==> src/rtl/single_port_ram_pkg.sv <==
`default_nettype none
// ============================================================================
//  Module      : single_port_ram_pkg
//  Description : Shared constants for the single-port RAM: default geometry
//                and the wr_rd operation encoding.
//  Revision    : 1.0 - initial release
// ============================================================================
package single_port_ram_pkg;

    localparam int c_default_addr_width = 5;
    localparam int c_default_data_width = 32;
    localparam int c_default_mem_depth  = 32;

    // Encoding of the wr_rd select input
    localparam logic OP_WRITE = 1'b1;
    localparam logic OP_READ  = 1'b0;

endpackage
`default_nettype wire

==> src/rtl/spram_mem_array.sv <==
`default_nettype none
// ============================================================================
//  Module      : spram_mem_array
//  Description : Word storage for the single-port RAM. Provides a full clear
//                on reset, a write port and a registered read port. Callers
//                only assert we/re for addresses inside MEM_DEPTH.
//  Revision    : 1.0 - initial release
// ============================================================================
module spram_mem_array #(
    parameter int ADDR_WIDTH = 5,
    parameter int DATA_WIDTH = 32,
    parameter int MEM_DEPTH  = 32
) (
    input  logic                  clk,
    input  logic                  rstn,
    input  logic                  we,
    input  logic                  re,
    input  logic [ADDR_WIDTH-1:0] addr,
    input  logic [DATA_WIDTH-1:0] wdata,
    output logic [DATA_WIDTH-1:0] rdata
);

    // Index width just wide enough for MEM_DEPTH words; upper address bits
    // are already range-checked by the request decoder.
    localparam int c_idx_w = (MEM_DEPTH > 1) ? $clog2(MEM_DEPTH) : 1;

    logic [DATA_WIDTH-1:0] r_mem [0:MEM_DEPTH-1];
    logic [DATA_WIDTH-1:0] r_rdata;
    logic [c_idx_w-1:0]    w_idx;

    assign w_idx = c_idx_w'(addr);
    assign rdata = r_rdata;

    // Reset clears every word and the read register; otherwise write/read.
    always_ff @(posedge clk) begin
        if (!rstn) begin
            for (int i = 0; i < MEM_DEPTH; i++) begin
                r_mem[i] <= '0;
            end
            r_rdata <= '0;
        end else begin
            if (we) begin
                r_mem[w_idx] <= wdata;
            end
            if (re) begin
                r_rdata <= r_mem[w_idx];
            end
        end
    end

endmodule
`default_nettype wire

==> src/rtl/single_port_ram.sv <==
`default_nettype none
// ============================================================================
//  Module      : single_port_ram
//  Description : Single-port synchronous RAM with valid/ready request
//                handshake, one-cycle read latency and an optional
//                single-cycle error flag for rejected requests.
//                Build option: define SINGLE_PORT_RAM_ERROR_EN to enable
//                error reporting; otherwise error is tied low and invalid
//                requests are silently dropped.
//  Revision    : 1.0 - initial release
// ============================================================================
module single_port_ram
    import single_port_ram_pkg::*;
#(
    parameter int ADDR_WIDTH = c_default_addr_width,
    parameter int DATA_WIDTH = c_default_data_width,
    parameter int MEM_DEPTH  = c_default_mem_depth
) (
    input  logic                  clk,
    input  logic                  rstn,
    input  logic                  en,
    input  logic                  wr_rd,
    input  logic [ADDR_WIDTH-1:0] addr,
    input  logic [DATA_WIDTH-1:0] din,
    input  logic                  valid,
    output logic [DATA_WIDTH-1:0] dout,
    output logic                  ready,
    output logic                  error
);

    // One extra bit so the comparison also works when MEM_DEPTH == 2**ADDR_WIDTH
    localparam logic [ADDR_WIDTH:0] c_depth_lim = (ADDR_WIDTH + 1)'(MEM_DEPTH);

    logic r_wake;
    logic r_ready;
    logic w_in_range;
    logic w_accept;
    logic w_we;
    logic w_re;

    // Ready comes back two edges after reset release: r_wake marks the first.
    always_ff @(posedge clk) begin
        if (!rstn) begin
            r_wake  <= 1'b0;
            r_ready <= 1'b0;
        end else begin
            r_wake  <= 1'b1;
            r_ready <= r_wake;
        end
    end

    assign ready      = r_ready;
    assign w_in_range = ({1'b0, addr} < c_depth_lim);
    assign w_accept   = r_ready & valid & en & w_in_range;
    assign w_we       = w_accept & (wr_rd == OP_WRITE);
    assign w_re       = w_accept & (wr_rd == OP_READ);

`ifdef SINGLE_PORT_RAM_ERROR_EN
    logic r_error;

    // Flag a presented request that is disabled or out of range, for one cycle.
    always_ff @(posedge clk) begin
        if (!rstn) begin
            r_error <= 1'b0;
        end else begin
            r_error <= r_ready & valid & (~en | ~w_in_range);
        end
    end

    assign error = r_error;
`else
    assign error = 1'b0;
`endif

    spram_mem_array #(
        .ADDR_WIDTH (ADDR_WIDTH),
        .DATA_WIDTH (DATA_WIDTH),
        .MEM_DEPTH  (MEM_DEPTH)
    ) u_mem (
        .clk   (clk),
        .rstn  (rstn),
        .we    (w_we),
        .re    (w_re),
        .addr  (addr),
        .wdata (din),
        .rdata (dout)
    );

endmodule
`default_nettype wire

==> config.mk <==
export PLATFORM = sky130hd
export DESIGN_NAME = single_port_ram
export DESIGN_NICKNAME = d
export VERILOG_FILES = /design/src/rtl/single_port_ram_pkg.sv /design/src/rtl/spram_mem_array.sv /design/src/rtl/single_port_ram.sv
export SDC_FILE = /design/constraint.sdc
export NUM_CORES = 1
export LEC_CHECK = 0
export CORE_MARGIN = 1.5
export CORE_UTILIZATION = 50
export CTS_CLUSTER_DIAMETER = 60
export CTS_CLUSTER_SIZE = 30
export DETAILED_ROUTE_END_ITERATION = 16
export GPL_TIMING_DRIVEN = 1
export HOLD_SLACK_MARGIN = 0.15
export PLACE_DENSITY = 0.76
export SETUP_SLACK_MARGIN = 0.15
export SLEW_MARGIN = 20
export SYNTH_ARGS = -nofsm -noshare
export SYNTH_HDL_FRONTEND = slang
export SYNTH_SLANG_ARGS = --single-unit
==> constraint.sdc <==
create_clock -name clk -period 6 [get_ports clk]
set_input_delay 1.2 -clock clk [delete_from_list [all_inputs] [get_ports clk]]
set_output_delay 1.2 -clock clk [all_outputs]
set_load 0.05 [all_outputs]
==> results of run 1 <==
critical path: stages:
cell and delay, ns:
clkdlybuf4s50_1 0.67, and4_1 0.40, nand4_4 0.50, nor3_4 0.32, buf_4 0.34, nand2b_2 0.75
layer usage:
metal,vias to the layer above,part of all wire (%)
met3,235,9.3
met2,1324,46
met1,13900,40
met4,14,4.4
li1,11700,-
met5,-,0.067
cell usage after synthesis, drive strengths merged (3+ instances only):
library cell,count
a21o,9
a21oi,4
a221oi,21
a22o,15
a22oi,27
a31oi,32
and2,1027
and3b,3
buf,89
clkbuf,226
dfxtp,34
edfxtp,1024
inv,3
mux2,15
mux2i,242
mux4,132
nand2,30
nand2b,6
nand3,4
nand4,5
nand4b,4
nand4bb,6
nor2,58
nor2b,5
nor3,5
nor3b,4
nor4,25
nor4b,6
o211ai,8
o21ai,94
o221ai,15
o22ai,56
or4b,4
kinds of logic after synthesis:
group,Yosys count,synth area share [%]
simple gates,1200,15.7
flops,1058,65.7
mux,389,11.6
buf+inv,318,3.10
compound gates,284,3.86
other cells,1,0.00784
metrics by stage:
stage | hold WS, ns | total power [mW] | area [sq um] | setup WS [ns]
after detailed placement | 0.418 | 9.37 | 49800 | 1.42
after global placement | 0.414 | 9.35 | 49800 | 1.48
after global routing | 0.443 | 14.7 | 52200 | 1.92
after floorplan | 0.412 | 9.02 | 47800 | 1.25
final | 0.437 | 14.4 | 52200 | 2.03
after CTS | 0.438 | 14.4 | 52200 | 2.08
state kept, by name, indices dropped and copies added (netlist names):
register     flops
u_mem.rdata     32
u_mem.r_mem   1024
r_wake           1
ready            1
worst max-delay path by stage:
| stage | startpoint | to | slack, ns | cells past startpoint |
|---|---|---|---|---|
| after detailed placement | en | u_mem.r_mem[5][30] | 1.42 | 6 |
| after CTS | en | u_mem.r_mem[5][22] | 2.08 | 6 |
| after global placement | en | u_mem.r_mem[5][30] | 1.48 | 6 |
| after global routing | en | u_mem.r_mem[5][22] | 1.92 | 6 |
| final | en | u_mem.r_mem[5][22] | 2.03 | 6 |
| after floorplan | rstn | u_mem.r_mem[12][0] | 1.25 | 4 |
power breakdown:
part           total, mW  internal (mW)  switching [mW]
clock               5.16           2.49            2.68
sequential          8.30           8.24          0.0602
combinational      0.903          0.277           0.626
total               14.4           11.0            3.36
final cells by class:
| cell class | count | share of cell area [%] |
|---|---|---|
| Multi-Input combinational cell | 1874 | 29.4 |
| Clock buffer | 76 | 3.48 |
| Tap cell | 1265 | 3.03 |
| Sequential cell | 1058 | 60.2 |
| Timing Repair Buffer | 167 | 2.82 |
| Inverter | 3 | 0.0216 |
| Antenna cell | 2 | 0.00959 |
| Clock inverter | 44 | 1.05 |
==> impl_metrics.yaml, run 1 <==
critical_path:
  reg2reg_from: "ready"
  r2r_cells: 5
  crit_fanout: 33
  rrSetupSlack_ns: 2.77
  r2r_end: "u_mem.r_mem[5][22]"
  cp_data_required_time_ns: 6.26
  cp-end-kind: "register"
  startpoint_type: "input pin"
  critPathKind: "in2reg"
  worst_ep_arrival_time_ns: 4.22
pwr:
  p_per_area_nw_per_um2: 275
  max-vdd-ir-drop_v: 0.000198
  power.leakage_nw: 19.3
global_route:
  grt_use_total_pct: 25.0
  met2_usage_pct: 38.6
  grt_pass1_wl_mm: 179
  use_met1_pct: 34.8
  grt_max_degree: 107
  antenna_found_initial: 9
  grt_busiest_layer: "met2"
  grt_pass1_vias: 26000
  gr-total-overflow: 0
  met3_usage_pct: 4.70
floorplanning:
  die_w_microns: 312
  placementRows: 113
  design.core.area_sq_um: 94900
  die_y_microns: 312
  num_io_pins: 76
  dieArea_sq_um: 97500
  start_util_pct: 50.4
finish:
  layout.cells.non_filler: 4489
  multi_input_area_sq_um: 15300
  fin_util_pct: 55.0
  final_cell_mix: "1026 x and2_1, 1024 x edfxtp_1, 242 x mux2i_1"
  seq_area_sq_um: 31400
  drive_above_1_share_pct: 14.0
  nets: 3213
  area_growth_pct: 9.13
  nFillCells: 7233
  final_common_cell: "and2_1"
detailed_routing:
  final_antenna_net_count: 0
  drt-pass1-iter-count: 5
  wl_per_cell_microns: 27.4
  drt_iter0_markers: 3255
  vias: 27200
  drc: 0
  via_per_inst: 6.05
  drt-total-wl_mm: 123
logic_synthesis:
  syn-instance-count: 3250
  synth_area_leaders: "edfxtp_1 64%, and2_1 13%, mux4_2 6.1%, mux2i_1 5.1%, clkbuf_1 1.8%"
  synth_area_sq_um: 47800
  ys_warn_count: 0
  seq_area_frac_synth_pct: 65.7
  synth_top_area_share_pct: 64.3
  syn-num-nets: 3292
  syn-mean-instance-area_sq_um: 14.7
  ys_async_sr_fraction_pct: 0
  synth_cell_types: 60
  synth_edf_count: 1024
  synth_flop_cell: "edfxtp_1"
  synth.ff_latch_count: 1058
  yosys.area.top_type: "edfxtp_1"
sta:
  finalHoldViolCount: 0
  finalSetupTns_ns: 0
  worst_clock_skew_ns: 0.0365
  fmax_ghz: 0.252
  slew_headroom_pct: 23.5
  setup_violations: 0
  worst_pin_slew_ns: 1.14
  slew_viol_final: 0
  rsz0062_at_grt: "no"
  min_period_ns: 3.97
  post-route-period-util_pct: 66.1
clock_tree:
  h-tree-depth: 3
  cts-hold-fix-buffers: 0
  clockRootBuffer: "clkbuf_16"
  cts_setup_buffers: 0
  cts_resized: 0
  cts_buffers: 67
  clk_pin_slew_ns: 0.08
  numClockSinks: 1058
  cts_buffer_depth: 3
  clk_latency_ns: 0.66
  tritoncts: "built"
run:
  drv_cap: 0
hold_path:
  hold_depth: 1
  hold_start: "r_wake"
  hold_end: "ready"
  hp-class: "reg2reg"
run_status:
  status: "finished, final reports clean"
placement:
  place_hpwl_mm: 78.1
  portBuffers: 74
  gp_congestion: 0.887
  dp.cells: 4366
No activity file was read; power rests on OpenSTA's default activity.
==> inputs of run 2 (changes only) <==
==> constraint.sdc (replaced) <==
create_clock -name clk -period 3.7 [get_ports clk]
set_input_delay 0.74 -clock clk [delete_from_list [all_inputs] [get_ports clk]]
set_output_delay 0.74 -clock clk [all_outputs]
set_load 0.05 [all_outputs]
==> run 2 against run 1 <==
Effect of this change:
- die area unchanged
- sequential power increased by 63%
- sequential share of layout area decreased by 0.95 points
==> impl_metrics.yaml, run 2 (same netlist as run 1, synthesis figures left out) <==
critical_path:
  worst_ep_arrival_time_ns: 2.25
  crit_buf_inv: 1
  r2r_cells: 5
  cp_data_required_time_ns: 2.96
  crit_fanout: 3
  reg2reg_from: "ready"
  path_delay_family: "buffers and inverters"
  r2r_end: "u_mem.rdata[26]"
  cp_slowest_cell: "clkdlybuf4s50_1"
  slowest_delay_ns: 0.91
  startpoint_type: "register"
  critPathKind: "reg2out"
  cp-end-kind: "output pin"
  path_cells: "clkdlybuf4s50_1"
  rrSetupSlack_ns: 0.85
placement:
  portBuffers: 74
  place_hpwl_mm: 79.6
  placed_area_sq_um: 50800
  gp_congestion: 0.868
  dp.cells: 4443
run:
  drv_cap: 0
clock_tree:
  tritoncts: "built"
  clockRootBuffer: "clkbuf_16"
  cts_resized: 0
  cts_buffers: 67
  numClockSinks: 1058
  h-tree-depth: 3
  cts_buffer_depth: 3
  cts_setup_buffers: 0
  cts-hold-fix-buffers: 0
  clk_pin_slew_ns: 0.10
  clk_latency_ns: 0.64
sta:
  finalHoldViolCount: 0
  worst_pin_slew_ns: 1.12
  finalSetupTns_ns: 0
  post-route-period-util_pct: 80.7
  slew_headroom_pct: 24.9
  slew_viol_final: 0
  worst_clock_skew_ns: 0.0230
  fmax_ghz: 0.335
  rsz0062_at_grt: "no"
  min_period_ns: 2.99
  fin_hold_ws_ns: 0.453
  setup_violations: 0
pwr:
  intPower_mw: 17.8
  swShare_pct: 23.8
  p_per_area_nw_per_um2: 440
  p_clk_share_pct: 35.7
  power.leakage_nw: 19.7
  seqPwrFrac_pct: 57.7
  comb_power_share_pct: 6.7
  p_switching_mw: 5.55
  max-vdd-ir-drop_v: 0.000473
floorplanning:
  placementRows: 113
  num_io_pins: 76
  die_y_microns: 312
  die_w_microns: 312
  design.core.area_sq_um: 94900
  dieArea_sq_um: 97500
  start_util_pct: 50.4
finish:
  area_growth_pct: 10.9
  final_cell_mix: "1026 x and2_1, 1024 x edfxtp_1, 242 x mux2i_1"
  fin_util_pct: 55.9
  nets: 3289
  seq_area_sq_um: 31400
  multi_input_area_sq_um: 15300
  layout.cells.non_filler: 4565
  largest_register_ffs: 1024
  final_area_sq_um: 53000
  nFillCells: 7240
  final_common_cell: "and2_1"
  drive_above_1_share_pct: 16.1
  largest_register: "u_mem.r_mem"
hold_path:
  hold_depth: 1
  hold_start: "r_wake"
  hp-class: "reg2reg"
  hold_end: "ready"
detailed_routing:
  vias: 27500
  drt_iter0_markers: 3571
  final_antenna_net_count: 0
  drt-total-wl_mm: 125
  drc: 0
  via_per_inst: 6.02
  wl_per_cell_microns: 27.4
  drt-pass1-iter-count: 7
global_route:
  antenna_found_initial: 3
  grt_use_total_pct: 25.6
  grt_pass1_wl_mm: 184
  gr-total-overflow: 0
  grt_max_degree: 52
  grt_pass1_vias: 27100
run_status:
  status: "finished, final reports clean"
-- run 2: cell count changes in the layout (fill, tap and decap cells not counted), moves of 2 or more --
cell	change
inv_16	+4
clkdlybuf4s50_1	-2
inv_6	+3
buf_4	+50
bufinv_16	-2
buf_2	+2
clkinvlp_4	+4
inv_12	-2
clkinv_8	-3
buf_12	+28
buf_16	-2
-- run 2: power by group through the flow --
| stage | Clock [mW] | Combinational [mW] | Sequential (mW) |
|---|---|---|---|
| 3_3_place_gp | 0 | 1.54 | 13.7 |
| 2_1_floorplan | 0 | 0.867 | 13.7 |
| 6_report | 8.32 | 1.55 | 13.5 |
| 5_1_grt | 8.80 | 1.62 | 13.5 |
| 3_5_place_dp | 0 | 1.56 | 13.7 |
| 4_1_cts | 8.38 | 1.56 | 13.5 |
-- run 2: through the flow --
step / setup slack [ns] / total power [mW]
finish: 0.714 / 23.3
global route: 0.664 / 23.9
CTS: 0.712 / 23.4
detailed placement: 0.206 / 15.3
global placement: 0.196 / 15.3
floorplan: -0.595 / 14.6
-- run 2: how the worst max path moves through the flow --
stage | from | endpoint | depth (start not counted)
floorplan | rstn | u_mem.r_mem[12][0] | 4
global placement | wr_rd | u_mem.rdata[26] | 7
detailed placement | wr_rd | u_mem.rdata[26] | 7
CTS | ready | ready | 1
global route | ready | ready | 1
finish | ready | ready | 1
-- run 2: per-layer routing --
layer / part of all wire, % / up-vias / routed length, microns / global-route usage [%]
met5: 0.012 / - / 15 / 0
met4: 3.3 / 2 / 4150 / 7.91
met3: 10 / 191 / 13100 / 5.03
met2: 47 / 1427 / 59300 / 40.7
met1: 39 / 14000 / 48500 / 35.8
li1: - / 11900 / - / -
-- run 2: cell type report --
class / count / area share [%]
Tap cell: 1265 / 2.98
Inverter: 3 / 0.0212
Clock inverter: 47 / 1.02
Antenna cell: 1 / 0.00472
Clock buffer: 74 / 3.39
Multi-Input combinational cell: 1874 / 28.9
Timing Repair Buffer: 243 / 4.42
Sequential cell: 1058 / 59.3
